--- config.mk ---
export PLATFORM = sky130hd
export DESIGN_NAME = ep_dbi_lbc_resp
export DESIGN_NICKNAME = d
export VERILOG_FILES = /design/src/rtl/ep_dbi_pkg.sv /design/src/rtl/ep_dbi_lbc_bank.sv /design/src/rtl/ep_dbi_lbc_resp.sv
export SDC_FILE = /design/constraint.sdc
export NUM_CORES = 2
export LEC_CHECK = 0
export ABC_CLOCK_PERIOD_IN_PS = 2240
export CAP_MARGIN = 15
export CORE_MARGIN = 2
export CORE_UTILIZATION = 46
export DETAILED_ROUTE_END_ITERATION = 10
export REMOVE_ABC_BUFFERS = 1
export SYNTH_ARGS = -nofsm -noshare
export SYNTH_HDL_FRONTEND = slang
export SYNTH_SLANG_ARGS = --single-unit
--- constraint.sdc ---
create_clock -name core_clk -period 2.24 [get_ports core_clk]
set_input_delay 0.448 -clock core_clk [delete_from_list [all_inputs] [get_ports core_clk]]
set_output_delay 0.448 -clock core_clk [all_outputs]
set_load 0.01 [all_outputs]
--- src/rtl/ep_dbi_pkg.sv ---
// ep_dbi_pkg: shared DBI responder types, widths and the byte-lane merge helper.
package ep_dbi_pkg;
  localparam int DBI_DW = 32;
  localparam int DBI_BE_W = 4;
  typedef enum logic [3:0] {
    ST_IDLE = 4'b0001,
    ST_WAIT = 4'b0010,
    ST_ACK  = 4'b0100,
    ST_HOLD = 4'b1000
  } state_t;
  function automatic logic [DBI_DW-1:0] be_merge(input logic [DBI_DW-1:0] old_w,
                                                 input logic [DBI_DW-1:0] new_w,
                                                 input logic [DBI_BE_W-1:0] be);
    logic [DBI_DW-1:0] r;
    r = old_w;
    for (int i = 0; i < DBI_BE_W; i++) if (be[i]) r[8*i +: 8] = new_w[8*i +: 8];
    return r;
  endfunction
endpackage

--- src/rtl/ep_dbi_lbc_bank.sv ---
// ep_dbi_lbc_bank: DEPTH x 32 register bank with byte-lane writes, async read, cleared on reset.
module ep_dbi_lbc_bank import ep_dbi_pkg::*; #(
  parameter int DEPTH = 16,
  parameter int AW = $clog2(DEPTH)
) (
  input  logic                core_clk,
  input  logic                pcie_rst_n,
  input  logic                we,
  input  logic [DBI_BE_W-1:0] be,
  input  logic [AW-1:0]       idx,
  input  logic [DBI_DW-1:0]   wdata,
  output logic [DBI_DW-1:0]   rdata
);
  logic [DBI_DW-1:0] mem_q [DEPTH];
  logic [DBI_DW-1:0] mem_d [DEPTH];
  always_comb begin
    mem_d = mem_q;
    if (we) mem_d[idx] = be_merge(mem_q[idx], wdata, be);
  end
  always_ff @(posedge core_clk or negedge pcie_rst_n)
    if (!pcie_rst_n) for (int i = 0; i < DEPTH; i++) mem_q[i] <= '0;
    else mem_q <= mem_d;
  assign rdata = mem_q[idx];
endmodule

--- src/rtl/ep_dbi_lbc_resp.sv ---
// ep_dbi_lbc_resp: DBI local-bus responder with config and mask banks.
// Define EP_DBI_LBC_UNMAPPED_NOACK_EN to leave unmapped accesses unacked (initiator times out).
module ep_dbi_lbc_resp import ep_dbi_pkg::*; #(
  parameter int          DEPTH   = 16,
  parameter int          ACK_LAT = 2,
  parameter logic [15:0] RO_MASK = 16'h0003
) (
  input  logic                core_clk,
  input  logic                pcie_rst_n,
  input  logic [DBI_DW-1:0]   dbi_din,
  input  logic [DBI_BE_W-1:0] dbi_wr,
  input  logic [31:0]         dbi_addr,
  input  logic                dbi_cs,
  input  logic                dbi_cs2_exp,
  input  logic                dbi_ro_wr_disable,
  output logic                lbc_dbi_ack,
  output logic [DBI_DW-1:0]   lbc_dbi_dout,
  output logic [15:0]         acc_cnt,
  output logic                busy
);
  localparam int AW = $clog2(DEPTH);
  localparam logic [63:0] RO_EXT = 64'(RO_MASK);
  state_t state_q, state_d;
  logic [3:0] lat_q, lat_d;
  logic [DBI_DW-1:0] din_q, din_d, dout_q, dout_d, cfg_rd, msk_rd, rdata;
  logic [DBI_BE_W-1:0] wr_q, wr_d;
  logic [29:0] addr_q, addr_d;
  logic cs2_q, cs2_d, rowd_q, rowd_d, ack_q, ack_d;
  logic [15:0] cnt_q, cnt_d;
  logic cap, mapped, ack_ok, do_ack, we, cfg_we, msk_we, unused_ok;
  logic [AW-1:0] idx;
  assign unused_ok = ^dbi_addr[1:0];
  assign idx = addr_q[AW-1:0];
  assign mapped = addr_q[29:AW] == '0;
`ifdef EP_DBI_LBC_UNMAPPED_NOACK_EN
  assign ack_ok = mapped;
`else
  assign ack_ok = 1'b1;
`endif
  always_ff @(posedge core_clk or negedge pcie_rst_n)
    if (!pcie_rst_n) begin
      state_q <= ST_IDLE;
      lat_q <= '0;
      din_q <= '0;
      wr_q <= '0;
      addr_q <= '0;
      cs2_q <= 1'b0;
      rowd_q <= 1'b0;
      ack_q <= 1'b0;
      dout_q <= '0;
      cnt_q <= '0;
    end else begin
      state_q <= state_d;
      lat_q <= lat_d;
      din_q <= din_d;
      wr_q <= wr_d;
      addr_q <= addr_d;
      cs2_q <= cs2_d;
      rowd_q <= rowd_d;
      ack_q <= ack_d;
      dout_q <= dout_d;
      cnt_q <= cnt_d;
    end
  always_comb begin
    state_d = state_q;
    unique case (state_q)
      ST_IDLE: state_d = dbi_cs ? ST_WAIT : ST_IDLE;
      ST_WAIT: state_d = !dbi_cs ? ST_IDLE : (lat_q == '0 ? ST_ACK : ST_WAIT);
      ST_ACK:  state_d = ST_HOLD;
      ST_HOLD: state_d = dbi_cs ? ST_HOLD : ST_IDLE;
      default: state_d = ST_IDLE;
    endcase
  end
  // Request fields are frozen at capture; later bus changes only matter at the next IDLE.
  always_comb begin
    cap = state_q == ST_IDLE && dbi_cs;
    din_d = cap ? dbi_din : din_q;
    wr_d = cap ? dbi_wr : wr_q;
    addr_d = cap ? dbi_addr[31:2] : addr_q;
    cs2_d = cap ? dbi_cs2_exp : cs2_q;
    rowd_d = cap ? dbi_ro_wr_disable : rowd_q;
    lat_d = cap ? 4'(ACK_LAT - 1) : (state_q == ST_WAIT && lat_q != '0) ? lat_q - 4'd1 : lat_q;
  end
  always_comb begin
    do_ack = state_q == ST_ACK && ack_ok;
    we = do_ack && mapped && wr_q != '0;
    cfg_we = we && !cs2_q && !(rowd_q && RO_EXT[idx]);
    msk_we = we && cs2_q;
    rdata = cs2_q ? msk_rd : cfg_rd;
    ack_d = do_ack;
    dout_d = do_ack && mapped && wr_q == '0 ? rdata : '0;
    cnt_d = do_ack && cnt_q != 16'hFFFF ? cnt_q + 16'd1 : cnt_q;
  end
  ep_dbi_lbc_bank #(.DEPTH(DEPTH)) u_cfg (
    .core_clk(core_clk), .pcie_rst_n(pcie_rst_n), .we(cfg_we), .be(wr_q),
    .idx(idx), .wdata(din_q), .rdata(cfg_rd)
  );
  ep_dbi_lbc_bank #(.DEPTH(DEPTH)) u_msk (
    .core_clk(core_clk), .pcie_rst_n(pcie_rst_n), .we(msk_we), .be(wr_q),
    .idx(idx), .wdata(din_q), .rdata(msk_rd)
  );
  assign lbc_dbi_ack = ack_q;
  assign lbc_dbi_dout = dout_q;
  assign acc_cnt = cnt_q;
  assign busy = state_q != ST_IDLE;
endmodule

; ---- Word level (Yosys, flattened, before mapping)
; Memories as Yosys holds them, arrays and structs flattened.
; Index checks and enable logic that the tools add are counted.
[totals]
latch_bits = 0
n_memories = 1
regBits = 1149
romBits = 16
word_cells = 110
mem_bits_rw = 0
[mem_list]
columns = memory, depth, width, rd, rd_ports_with_merged_regs, write_ports, line
row1 = (no name shown), 16, 1, 1, 0, 0, ep_dbi_lbc_resp.sv:87  ; cfg_we = we && !cs2_q && !(rowd_q && RO_EXT[idx]);
[classes]
muxes = 36
reduce_logical = 19
multipliers = 0
div_mod_pow = 0
eq_ne = 6
order_cmp = 3
bitwise_logic = 1
n_addsub = 2
n_shift = 0
[op_table]
columns = op, count
row1 = 512-bit bitwise mux, 2
row2 = 32-bit binary-select mux with 4-bit select, 2
row3 = 32-bit 2-to-1 mux, 7
row4 = 32-bit demux with 4-bit select, 1
row5 = 8-bit 2-to-1 mux, 16
row6 = 26-bit logical NOT, 1
row7 = "16-bit by 1-bit adder with 16-bit output, second input constant", 1
row8 = "16-bit != test, second input constant", 1
row9 = 4-bit one-hot mux with 4 select lines, 1
row10 = 4-bit 2-to-1 mux, 3
row11 = 1-bit logical AND, 11
row12 = 4-bit logical NOT, 2
row13 = 4-bit nonzero test, 2
row14 = "4-bit by 7-bit less-than comparator with 1-bit output, second input constant", 1
row15 = 3-bit 2-to-1 mux, 2
row16 = "5-bit greater-or-equal comparator, second input constant", 1
row17 = "5-bit by 1-bit less-than comparator with 1-bit output, second input constant", 1
row18 = 4-bit inverter with 5-bit output, 1
row19 = "4-bit by 1-bit equality test with 1-bit output, second input constant", 1
row20 = "4-bit by 2-bit equality test with 1-bit output, second input constant", 1
row21 = "4-bit by 3-bit equality test with 1-bit output, second input constant", 1
row22 = "4-bit equality test, second input constant", 1
row23 = "4-bit by 1-bit != test with 1-bit output, second input constant", 1
row24 = "4-bit by 1-bit subtractor with 4-bit output, second input constant", 1
row25 = 4 further kinds, 5

; ---- Logic depth before layout (Yosys ltp)
[depth]
depth_word = 7
ltp_mapped = 11

; ---- Cells and area by module
; A second synthesis with hierarchy kept.
[unflattened]
cells_unflattened = 5030
area_unflattened_um2 = 51963.6
[modules_own_cells]
columns = module, instances, cells_each, area_per_inst_um2, seq_area_each_um2
row1 = ep_dbi_lbc_bank, 2, 2328, 23418.7, 12812.3
row2 = ep_dbi_lbc_resp, 1, 374, 5126.2, 3129.3

; ---- Worst setup path after synthesis
; Ideal clock, no wire load.
[synth_timing]
path_type = register -> register
from = register addr_q[3]
to = register u_msk.mem_q[295] (netlist name)
required_time_ps = 2090
n_path_buf = 4
stages_incl_launch_ff = 9
arrival_ps = 2307
setup_ps = 150
path_slack_ps = -217
synth_period_minus_slack_ps = 2457
path_cell_list = dfrtp_1 -> buf_2 -> buf_2 -> buf_2 -> buf_1 -> mux4_2 -> mux2_2 -> a21oi_1 -> a21oi_1
[synth_via]
elab_chain_len = 7
word_cells_on_any_way = 12
cone_classes = 2 x order compare / 8 x mux / 1 x bitwise / 1 x reduce/logical
[synth_lines]
columns = item, line
row1 = "start, declared", ep_dbi_lbc_resp.sv:27  ; logic [29:0] addr_q, addr_d;
row2 = "start signal, assigned", ep_dbi_lbc_resp.sv:57  ; addr_q <= addr_d;
row3 = 4-bit inverter with 5-bit output (implied by the code) *, ep_dbi_lbc_bank.sv:18  ; if (we) mem_d[idx] = be_merge(mem_q[idx], wdata, be);
row4 = 32-bit binary-select mux with 4-bit select, ep_dbi_lbc_bank.sv:18
row5 = 32-bit 2-to-1 mux (implied by the code) (2 in a row), ep_dbi_lbc_bank.sv:18
row6 = 8-bit 2-to-1 mux, ep_dbi_pkg.sv:16  ; for (int i = 0; i < DBI_BE_W; i++) if (be[i]) r[8*i +: 8] = new_w[8*i +: 8];
row7 = 8-bit 2-to-1 mux, ep_dbi_lbc_bank.sv:18
row8 = 512-bit bitwise mux *, ep_dbi_lbc_bank.sv:18
row9 = "end signal, assigned", ep_dbi_lbc_bank.sv:22  ; else mem_q <= mem_d;
row10 = "end, declared", ep_dbi_lbc_bank.sv:14  ; logic [DBI_DW-1:0] mem_q [DEPTH];
; Every way passes the cells marked *; elsewhere a longest branch is shown, timed or not. The select of a mux whose other input is x is not followed.
; A chain may end at the register's enable or synchronous reset.

; ---- Worst setup path after layout
[layout_timing]
from = register addr_q[1]
to = register dout_q[20] (netlist: lbc_dbi_dout[20])
[layout_via]
elab_chain_len = 6
word_cells_on_any_way = 9
cone_classes = 8 x mux / 1 x bitwise
[layout_lines]
columns = item, line
row1 = 4-bit inverter with 5-bit output (implied by the code) *, ep_dbi_lbc_bank.sv:23  ; assign rdata = mem_q[idx];
row2 = 32-bit binary-select mux with 4-bit select, ep_dbi_lbc_bank.sv:23
row3 = 32-bit 2-to-1 mux (implied by the code) (2 in a row), ep_dbi_lbc_bank.sv:23
row4 = 32-bit 2-to-1 mux *, ep_dbi_lbc_resp.sv:89  ; rdata = cs2_q ? msk_rd : cfg_rd;
row5 = 32-bit 2-to-1 mux *, ep_dbi_lbc_resp.sv:91  ; dout_d = do_ack && mapped && wr_q == '0 ? rdata : '0;
row6 = named net dout_d[20], ep_dbi_lbc_resp.sv:25  ; logic [DBI_DW-1:0] din_q, din_d, dout_q, dout_d, cfg_rd, msk_rd, rdata;
row7 = "end signal, assigned", ep_dbi_lbc_resp.sv:61  ; dout_q <= dout_d;
row8 = "end, declared", ep_dbi_lbc_resp.sv:25
; Mark *: on every way through the listed nets, which the timed path passes. The rest lies on a longest branch. The select of a mux whose other input is x is not followed.

==> out/qor.yml <==
status: "finished with violations"
violations: "negative setup slack"
rsz0062_at_grt: "true"
p_leak_nw: 31.17
finalHoldViolCount: 0
drc: 0
synth_flop_cell: "dfrtp_1"
layout.cells.non_filler: 7176
grt_pass1_vias: 41984
grt_max_degree: 120
antenna_found_initial: 2
rows: 123
grt_usage_pct: 29.65
crit_required_ps: 2840
setup_viol: 973
worstSetupStartpointType: "flop"
antenna_left: 0
design.die.area_um2: 115500
cts_tree: "built"
start_util_pct: 46.24
synthCells: 4990
cts_sinks: 1149
dp_hpwl_um: 108600
worstSkewPairLatency_ps: 740
coreArea_um2: 112200
ys_seq_area_share_pct: 55.43
ys_ff_latch: 1149
async_flop_share_pct: 100.0
timing.final.crit_share_pct: 109.7
regArea_um2: 28770
timing.slew.headroom_pct: 54.84
numPortBuffers: 120
synth_edf_count: 0
ys_types: 62
drt-pass1-iter-count: 6
netlist_area_um2: 51880
fin_nets: 5655
num_vias: 42293
setup_slack_ps: -217.2
die_h_um: 339.8
finClkSkew_ps: 29.31
p_per_area_nw_per_um2: 1084
critPathKind: "flop to flop"
cts_buffers: 131
yosys_warnings: 0
reg2reg_slack_ps: -220
hold_class: "input pin to async pin"
avgSynthCellArea_um2: 10.40
arrival_ps: 3060
multiInputGateArea_um2: 22560
clockRootBuffer: "clkbuf_16"
cp-end-kind: "flop"
pin_count: 123
die_w_um: 339.8
dp_cells: 6863
cts_buffer_depth: 3
grt_pass1_wl_um: 261100
worstMarginPinSlew_ps: 677.4
fin_crit_ps: 2457
fill_cells: 9212
clkTransAtPathRegs_ps: 60
timing.fmax_ghz: 0.4070
dp_slack_ps: -301.6
gp_congestion: 0.8953
drive_above_1_share_pct: 25.96
cpPeakStageDelay_ps: 530
ir_drop_v: 0.0008980
drt_iter0_markers: 4219
cp_max_fo: 13
drv_slew: 0
syn_to_final_growth_pct: 29.03
vias_per_cell: 5.894
slowest_stage: "dfrtp_4"
overflow: 0
routed_wl_um: 176700
avgRoutedWirePerCell_um: 24.62
path_cells: "buf_12 > nor2_4 > buf_12 > buf_4 > a22o_1 > buf_4 > nor3_1 > a31oi_2 > o22ai_1"
htreeDepth: 4
drv_cap: 0
==> sequential cells by signal, summed over array words and instances, names as in the netlist <==
name	flops
addr_q	30
lbc_dbi_dout	32
wr_q	4
lbc_dbi_ack	1
u_cfg.mem_q	512
cs2_q	1
acc_cnt	16
u_msk.mem_q	512
state_q	4
rowd_q	1
din_q	32
lat_q	4
==> worst max-delay path, delay by kind of cell (launching register included) <==
kind	cells	cell delay, ps
AO/OA/AOI/OAI	3	670
flip-flops	1	530
AND/OR/NAND/NOR	2	470
buffers and inverters	4	640
==> layout make-up <==
| class | instances | area share, % |
|---|---|---|
| Antenna cell | 1 | 0.003739 |
| Sequential cell | 1149 | 42.98 |
| Timing Repair Buffer | 831 | 14.18 |
| Multi-Input combinational cell | 3450 | 33.70 |
| Clock inverter | 31 | 0.4225 |
| Inverter | 17 | 0.09533 |
| Tap cell | 1500 | 2.804 |
| Clock buffer | 197 | 5.819 |
==> per-layer routing <==
layer / up-vias / wire length [µm] / global-route usage [%]
li1: 18873 / - / -
met1: 21391 / 77580 / 42.70
met2: 1731 / 79680 / 45.68
met3: 298 / 13700 / 4.580
met4: 0 / 5719 / 10.56
met5: - / 0 / 0
==> placed cells by master (no fill, tap or decap), drive strengths merged, types with 5 or more instances in the layout <==
| cell type | Yosys | layout |
|---|---|---|
| and2 | 15 | 15 |
| o31ai | 31 | 31 |
| or4 | 7 | 7 |
| xnor2 | 8 | 8 |
| o21ai | 321 | 321 |
| clkbuf | 246 | 211 |
| nor2 | 612 | 612 |
| a221oi | 31 | 31 |
| clkinv | 0 | 23 |
| xor2 | 9 | 9 |
| o31a | 58 | 58 |
| nand4 | 24 | 24 |
| a41oi | 5 | 5 |
| nand2 | 613 | 613 |
| or2 | 5 | 5 |
| nor3 | 77 | 77 |
| dfrtp | 1148 | 1148 |
| nor4 | 31 | 31 |
| mux2i | 318 | 318 |
| nor2b | 20 | 20 |
| mux4 | 38 | 38 |
| nor3b | 6 | 6 |
| nand3 | 19 | 19 |
| a22oi | 26 | 26 |
| buf | 128 | 697 |
| or3 | 7 | 7 |
| a22o | 87 | 87 |
| inv | 17 | 19 |
| nand2b | 8 | 8 |
| a31oi | 55 | 55 |
| o22ai | 96 | 96 |
| clkdlybuf4s50 | 0 | 118 |
| mux2 | 285 | 285 |
| o21a | 9 | 9 |
| a21boi | 14 | 14 |
| a21oi | 582 | 582 |
==> Yosys cell counts (all sizes together) (2+ instances only) <==
cell	count	share of area (%)
a221oi	31	0.52
clkbuf	246	1.8
or2	5	0.060
o22ai	96	1.2
nor2b	20	0.24
o21a	9	0.13
nand2	613	4.4
xor2	9	0.15
or3	7	0.084
and3	4	0.048
a21boi	14	0.20
nand2b	8	0.096
o31a	58	0.98
or4	7	0.10
nor4b	4	0.068
a22oi	26	0.38
mux4	38	1.6
o41a	2	0.043
xnor2	8	0.14
a2111oi	2	0.034
dfrtp	1148	55
o21ai	321	3.1
nand3	19	0.21
mux2	285	6.2
a22o	87	1.5
o31ai	31	0.45
nor4	31	0.77
ha	2	0.048
nand4	24	0.29
buf	128	1.4
a21o	3	0.043
a41oi	5	0.084
nor2	612	4.4
nor3b	6	0.096
or4b	4	0.077
a31oi	55	0.66
a31o	3	0.051
mux2i	318	6.1
inv	17	0.12
and2	15	0.18
a21oi	582	5.6
nor3	77	0.75
a211oi	2	0.029
==> path summary, 6_finish.rpt <==
path                               from               end  cells after the start
setup / recovery              addr_q[1]  lbc_dbi_dout[20]                      9
hold / removal               pcie_rst_n  u_msk.mem_q[250]                      2
setup reg to reg              addr_q[1]  lbc_dbi_dout[20]                      9
hold reg to reg                  rowd_q            rowd_q                      2
max in group asynchronous    pcie_rst_n        acc_cnt[0]                      3
min in group core_clk      dbi_addr[20]        addr_q[18]                      3
==> logic make-up after synthesis <==
group                      share of synthesized area (%)
and+or+nand+nor                                    12.01
buffers and inverters                              3.259
adders and majority gates                        0.04823
AOI/OAI and AO/OA                                  15.00
xor gates and xnor gates                          0.2870
DFF                                                55.43
muxes                                              13.97
==> stage by stage <==
stage                     power, mW  hold slack (ps)  cell area (µm²)  utilization [%]  setup TNS (ps)
after floorplan               32.09            152.4            50250                -               -
after global placement        49.77            339.9            60060            53.53         -172090
after detailed placement      49.90            339.7            60060            53.53         -170780
after CTS                     71.42            141.7            65690            58.55          -69800
after global routing          75.25            169.6            66930            59.66         -156020
final                         72.54            164.8            66930            59.66          -66750
==> where the power goes <==
part	switching [mW]	total, mW	internal [mW]
Clock	8.58	21.0	12.4
Combinational	17.2	29.6	12.3
Sequential	0.622	22.0	21.3
Total	26.4	72.5	46.1
==> timing repair <==
| action | 4_1_cts | 5_1_grt |
|---|---|---|
| gates resized for setup | 188 | 196 |
| endpoints found under the setup margin | 1032 | 1060 |
| hold buffers | 1 | 0 |
| cloned | 26 | 17 |
| hold endpoints to repair | 122 | 0 |
| buffers inserted | 24 | 17 |
| pin swaps | 30 | 25 |
Power figures use the tool's default switching activity.
